<file path="src/rtl/imem_boot_loader.sv">
// Boot loader: assembles a little-endian byte stream into 32-bit words and
// writes them to consecutive instruction memory addresses while stalling the core.
module imem_boot_loader #(
    parameter int DEPTH  = 256,
    parameter int ADDR_W = 8
) (
    input  logic              clk,
    input  logic              reset,
    input  logic              load_start,
    input  logic [ADDR_W:0]   load_len,
    input  logic              abort,
    input  logic              byte_valid,
    input  logic [7:0]        byte_data,
    output logic              byte_ready,
    output logic              mem_we,
    output logic [ADDR_W-1:0] mem_waddr,
    output logic [31:0]       mem_wdata,
    output logic              cpu_stall,
    output logic              busy,
    output logic              load_done,
    output logic              load_err
);

    // Byte handshake: a byte transfers on a cycle where byte_valid and
    // byte_ready are both high; byte_ready is high only in LOAD.
    typedef enum logic [1:0] {
        IDLE  = 2'd0,
        LOAD  = 2'd1,
        WRITE = 2'd2,
        DONE  = 2'd3
    } state_t;

    localparam logic [ADDR_W:0] DEPTH_L = (ADDR_W + 1)'(DEPTH);
    localparam logic [ADDR_W:0] ONE_L   = (ADDR_W + 1)'(1);

    state_t              state_q, state_d;
    logic [ADDR_W:0]     len_q, len_d;
    logic [1:0]          byte_cnt_q, byte_cnt_d;
    logic [ADDR_W-1:0]   word_cnt_q, word_cnt_d;
    logic [23:0]         asm_q, asm_d;
    logic [31:0]         wdata_q, wdata_d;
    logic                load_err_q, load_err_d;

    always_ff @(posedge clk) begin
        if (reset) begin
            state_q    <= IDLE;
            len_q      <= '0;
            byte_cnt_q <= '0;
            word_cnt_q <= '0;
            asm_q      <= '0;
            wdata_q    <= '0;
            load_err_q <= 1'b0;
        end else begin
            state_q    <= state_d;
            len_q      <= len_d;
            byte_cnt_q <= byte_cnt_d;
            word_cnt_q <= word_cnt_d;
            asm_q      <= asm_d;
            wdata_q    <= wdata_d;
            load_err_q <= load_err_d;
        end
    end

    always_comb begin
        state_d    = state_q;
        len_d      = len_q;
        byte_cnt_d = byte_cnt_q;
        word_cnt_d = word_cnt_q;
        asm_d      = asm_q;
        wdata_d    = wdata_q;
        load_err_d = load_err_q;
        byte_ready = 1'b0;
        mem_we     = 1'b0;
        cpu_stall  = 1'b0;
        load_done  = 1'b0;

        case (state_q)
            IDLE: begin
                if (load_start && (load_len != '0)) begin
                    len_d      = (load_len > DEPTH_L) ? DEPTH_L : load_len;
                    byte_cnt_d = '0;
                    word_cnt_d = '0;
                    load_err_d = 1'b0;
                    state_d    = LOAD;
                end
            end
            LOAD: begin
                byte_ready = 1'b1;
                cpu_stall  = 1'b1;
                if (abort) begin
                    // Any partially assembled word is simply dropped.
                    load_err_d = 1'b1;
                    state_d    = IDLE;
                end else if (byte_valid) begin
                    byte_cnt_d = byte_cnt_q + 2'd1;
                    case (byte_cnt_q)
                        2'd0: asm_d[7:0]   = byte_data;
                        2'd1: asm_d[15:8]  = byte_data;
                        2'd2: asm_d[23:16] = byte_data;
                        default: begin
                            // mem_wdata only changes when a whole word is ready.
                            wdata_d = {byte_data, asm_q};
                            state_d = WRITE;
                        end
                    endcase
                end
            end
            WRITE: begin
                mem_we    = 1'b1;
                cpu_stall = 1'b1;
                if (abort) begin
                    load_err_d = 1'b1;
                    state_d    = IDLE;
                end else if ({1'b0, word_cnt_q} == (len_q - ONE_L)) begin
                    state_d = DONE;
                end else begin
                    word_cnt_d = word_cnt_q + 1'b1;
                    byte_cnt_d = '0;
                    state_d    = LOAD;
                end
            end
            DONE: begin
                load_done = 1'b1;
                cpu_stall = 1'b1;
                state_d   = IDLE;
            end
            default: state_d = IDLE;
        endcase
    end

    assign busy      = (state_q != IDLE);
    assign mem_waddr = word_cnt_q;
    assign mem_wdata = wdata_q;
    assign load_err  = load_err_q;

endmodule

</file>
<file path="config.mk">
export PLATFORM = sky130hd
export DESIGN_NAME = imem_boot_loader
export DESIGN_NICKNAME = d
export VERILOG_FILES = /design/src/rtl/imem_boot_loader.sv
export SDC_FILE = /design/constraint.sdc
export NUM_CORES = 1
export LEC_CHECK = 0
export BUFFER_PORTS_ARGS = -buffer_cell sky130_fd_sc_hd__buf_2
export CORE_MARGIN = 3
export CORE_UTILIZATION = 55
export CTS_BUF_LIST = sky130_fd_sc_hd__clkbuf_4 sky130_fd_sc_hd__clkbuf_8
export CTS_CLUSTER_SIZE = 16
export DETAILED_ROUTE_END_ITERATION = 10
export PLACE_DENSITY = 0.8
export SYNTH_ARGS = -nofsm -noshare
export SYNTH_HDL_FRONTEND = slang
export SYNTH_SLANG_ARGS = --single-unit
</file>
<file path="constraint.sdc">
create_clock -name clk -period 4.35 [get_ports clk]
set_input_delay 0 -clock clk [delete_from_list [all_inputs] [get_ports clk]]
set_output_delay 0 -clock clk [all_outputs]
set_load 0.05 [all_outputs]
</file>
== Yosys cells after proc, flatten, opt, wreduce, memory -nomap -nowiden ==
Cells that the tools add are included.

* Div/mod/pow operators: 0
* $add $sub $neg: 3
* Reductions and logical operators: 20
* Eq/ne operators: 14
* Bitwise logic cells: 2
* Magnitude comparators: 1
* $mul: 0
* Shift-type cells: 0
* Muxes and demuxes: 25

{| class="wikitable"
|+ Operators by type and width
! cell !! count
|-
| two-way mux 8 bit || 3
|-
| two-way mux 2 bit || 11
|-
| AND reduction 4 bit || 5
|-
| one-hot mux 8 bit (2 select lines) || 1
|-
| inequality test 2 bit (second input constant) || 5
|-
| equality test 8 x 9 -> 1 bit || 1
|-
| greater-than comparator 9 bit (second input constant) || 1
|-
| two-way mux 9 bit || 1
|-
| nonzero test 9 bit || 1
|-
| subtractor 9 x 1 -> 9 bit (second input constant) || 1
|-
| adder 8 x 1 -> 8 bit (second input constant) || 1
|-
| one-hot mux 2 bit (4 select lines) || 1
|-
| equality test 2 bit (second input constant) || 3
|-
| two-way mux 1 bit || 6
|-
| inequality test 3 bit (second input constant) || 2
|-
| one-hot mux 2 bit (3 select lines) || 1
|-
| AND reduction 3 bit || 2
|-
| AND reduction 6 bit || 1
|-
| nonzero test 2 bit || 3
|-
| OR reduction 3 bit || 2
|-
| equality test 2 x 1 -> 1 bit (second input constant) || 2
|-
| zero test 2 bit || 2
|-
| nonzero test 3 bit || 1
|-
| adder 2 x 1 -> 2 bit (second input constant) || 1
|-
| other kinds (6) || 7
|}

* Memories: 0
* Flip-flop bits (word level): 78
* Bits in latches: 0
* Output and inout port bits: 46
* RAM bits: 0
* Memory bits (read-only): 0

== Logic depth before layout (Yosys ltp) ==
* Depth after elaboration: 6
* Mapped depth: 10
* Mapped depth without buffers: 8

== Worst setup path before layout ==
OpenSTA, ideal clock, no wires.

* Kind: reg2reg
* Start point: register state_q[0]
* End point: register word_cnt_q[4], in the netlist mem_waddr[4]
* Required time: 4.277 ns
* Stages on the path, launching flop included: 9
* Setup slack: 2.037 ns
* Period minus slack after synthesis: 2.313 ns
* Arrival: 2.241 ns
* Library setup time: 0.073 ns
* Path through: dfxtp_1 > inv_1 > ha_1 > nand2b_1 > o21a_1 > or2_2 > buf_2 > or4_1 > a21oi_1

* Cells in the longest elaborated chain, start to end: 3

{| class="wikitable"
|+ RTL lines
! item !! RTL line !! text
|-
| start: declaration || 36 || <nowiki>state_t state_q, state_d;</nowiki>
|-
| start signal: assignment || 54 || <nowiki>state_q <= state_d;</nowiki>
|-
| equality test 2 bit or zero test 2 bit (tied branches) || 77 || <nowiki>case (state_q)</nowiki>
|-
| inequality test 2 bit (no line) or nonzero test 2 bit (tied branches) || -- ||
|-
| AND reduction 4 bit (no line) || -- ||
|-
| end signal: assignment || 57 || <nowiki>word_cnt_q <= word_cnt_d;</nowiki>
|-
| end: declaration || 39 || <nowiki>logic [ADDR_W-1:0] word_cnt_q, word_cnt_d;</nowiki>
|}

Several ways; a longest one is shown, not always the timed one.
A chain may end at the register's enable or synchronous reset.

== Worst setup path in the final report ==
* Start point: register state_q[1]
* End point: register wdata_q[29], in the netlist mem_wdata[29]

* Cells in the longest elaborated chain, start to end: 2

{| class="wikitable"
|+ RTL lines
! item !! RTL line !! text
|-
| equality test 2 x 1 -> 1 bit || 77 ||
|-
| AND reduction 4 bit (no line) || -- ||
|-
| end signal: assignment || 59 || <nowiki>wdata_q <= wdata_d;</nowiki>
|-
| end: declaration || 41 || <nowiki>logic [31:0] wdata_q, wdata_d;</nowiki>
|}

No other way between the ends.

==> flow_summary.toml <==
[yosys]
synth_top_area_share_pct = 45.1
synth-main-ff-cell = "dfxtp_1"
synth_mux_area_share_pct = 0
synth_top_family_by_area = "simple AND/OR/NAND/NOR gates"
synth_top_area_cell = "dfxtp_1"
yosys.cell_types.count = 47
synth_compound_area_share_pct = 17.4
ys_seq_area_share_pct = 45.1
yosys.area_share.simple_pct = 26.8
syn_area_um2 = 3460
syn_inst = 435
synthTopCellsByCount = "nand2_1 (127), dfxtp_1 (78), a21oi_1 (76)"
yosysMostFrequentCell = "nand2_1"
synth_warnings = 0
syn_avg_cell_area_um2 = 7.96
synth_xor_area_share_pct = 2.02
syn-num-nets = 468
synth_edf_count = 0
synth_area_leaders = "dfxtp_1 (45%), nand2_1 (14%), a21oi_1 (11%)"
synth-adder-area-share_pct = 3.97
ys_seq_elements = 78
synthArstFlopShare_pct = 0

[clock_tree]
max-clock-path-buffers = 2
cts_tree = "yes"
numCtsBuffers = 9
cts_hold_buf = 15
cts_resized = 0
cts_sinks = 78
insertion_delay_ps = 350
clockRootBuffer = "clkbuf_8"
path_clk_slew_ps = 80
h-tree-depth = 3
post-cts-setup-buffer-count = 0

[timing]
min_period_ps = 2660
setup-tns-final_ps = 0
rsz0062_at_grt = "no"
finalSetupViolCount = 0
slew-limit-headroom_pct = 23.2
skew_ps = 9.38
hold_viol = 0
drv_slew = 0
tightest_slew_ps = 1150
fmax_mhz = 375
fin_crit_sh_pct = 61.2

[floorplanning]
die-area_um2 = 7290
placeableCoreArea_um2 = 6030
design.portCount = 68
start_util_pct = 57.5
rows = 28
die_height_um = 85.4
die_w_um = 85.4

[critical_path]
crit_type = "reg -> reg"
critPathBufInv = 1
regToRegSetupSlack_ps = 1690
crit_path_end_kind = "flip-flop"
cp_max_fo = 32
crit_cells = 6
reg2reg_depth = 6
timing.rr.start = "state_q[1]"
required_ps = 4560
cp_slowest_cell = "nand3_1"
start_kind = "flip-flop"
crit_end = "mem_wdata[29]"
crit_family = "simple AND/OR/NAND/NOR gates"
crit_chain = "inv_1, ha_1, nor2b_1, nand3_1, nand2_1, a21oi_1"
max_stage_delay_ps = 890
crit_start = "state_q[1]"
critPathArrivalTime_ps = 2870
reg2reg_to = "mem_wdata[29]"

[layout]
postLayoutCoreUtil_pct = 68.2
final_net_count = 534
syn_to_final_growth_pct = 18.6
diodes = 0
instances_no_fill = 580
drive_gt1_share_pct = 18.4

[drt]
dr.pass1.iters = 5
antenna_left = 0
vias_per_cell = 5.62
wl_um = 8490
wl_per_cell_um = 14.6
drc = 0
drt_iter0_markers = 254
routed-via-count = 3258

[global_route]
overflow = 0
grt_pass1_vias = 3099
gr-usage-all-layers_pct = 24.4
grt_max_degree = 46
antenna_found_initial = 0
grt_pass1_wl_um = 14400

[flow_run]
maxCapViolCount = 0

[run_status]
outcome = "finished clean"

[place]
numPlacedInstances = 550
port-buffer-count = 67
dp_hpwl_um = 5780
gp_congestion = 0.855

[worst_hold_path]
min_from = "load_start"
hold_class = "in -> reg"

[power]
power_density_nw_per_um2 = 352
ir_drop_v = 0.000200
leakage_uw = 0.00160
final cells by class:
type	count	area [µm²]
Timing Repair Buffer	83	493
Tap cell	75	93.8
Sequential cell	78	1560
Clock buffer	9	124
Multi-Input combinational cell	320	1740
Inverter	9	33.8
Clock inverter	6	63.8
Fill cell	496	1920
placed cells by master, fill, tap and decap left out, types with 2 or more instances in the layout:
master,n
a221o_1,3
nand4b_1,3
dfxtp_1,78
inv_1,9
nand4_1,4
a21oi_1,76
clkinvlp_4,2
and2b_1,2
or3_1,2
nor3_1,2
o21ai_0,3
and3_1,5
clkbuf_8,9
xnor2_1,4
nor2b_1,2
o21ba_2,2
nor2_1,12
dlygate4sd3_1,15
xor2_1,4
o21a_1,2
o31ai_1,8
clkinv_2,2
or2_2,3
nor3b_1,7
ha_1,11
nand2_1,127
nor4_1,2
nand3_1,11
buf_2,67
or4_1,8
stage by stage:
step                      setup slack [ps]  instance area, µm²  power (µW)  hold slack (ps)
after floorplan                       2040                3460         881              136
after global placement                1830                3770         918              286
after detailed placement              1680                3770         924              285
after CTS                             1650                4110        1440             15.5
after global routing                  1270                4110        1500             39.4
final                                 1690                4110        1450             30.1
worst reg2reg max path, stage by stage, from the launching register on:
cell     delay [ps]
dfxtp_1         330
inv_1           110
ha_1            330
nor2b_1         430
nand3_1         890
nand2_1         350
a21oi_1         100
layer usage:
layer / wire length (µm) / GRT usage [%] / vias up
li1: - / - / 1621
met1: 3590 / 30.7 / 1510
met2: 4200 / 41.3 / 117
met3: 614 / 6.70 / 10
met4: 92 / 6.19 / 0
met5: 0 / 0 / -
power breakdown:
group / internal, µW / switching, µW / leakage (µW) / total, µW
Sequential: 725 / 12.5 / 0.000630 / 738
Clock: 261 / 265 / 0.0000911 / 526
Combinational: 65.0 / 118 / 0.000884 / 183
worst min path at each step:
stage,end,depth (start not counted)
floorplan,asm_q[0],2
global placement,mem_wdata[31],3
detailed placement,asm_q[7],3
CTS,len_q[8],3
global route,len_q[8],3
finish,len_q[8],3
logic make-up after synthesis:
family / Yosys count
simple gates: 198
compound gates: 103
flops: 78
buf+inv: 37
fa+ha+maj: 11
xor+xnor: 8
flip-flops by register name, indices dropped and copies added, names as in the netlist:
| register | cells |
|---|---|
| mem_waddr | 8 |
| len_q | 9 |
| byte_cnt_q | 2 |
| state_q | 2 |
| load_err | 1 |
| mem_wdata | 32 |
| asm_q | 24 |
No activity file was read; power rests on OpenSTA's default activity.
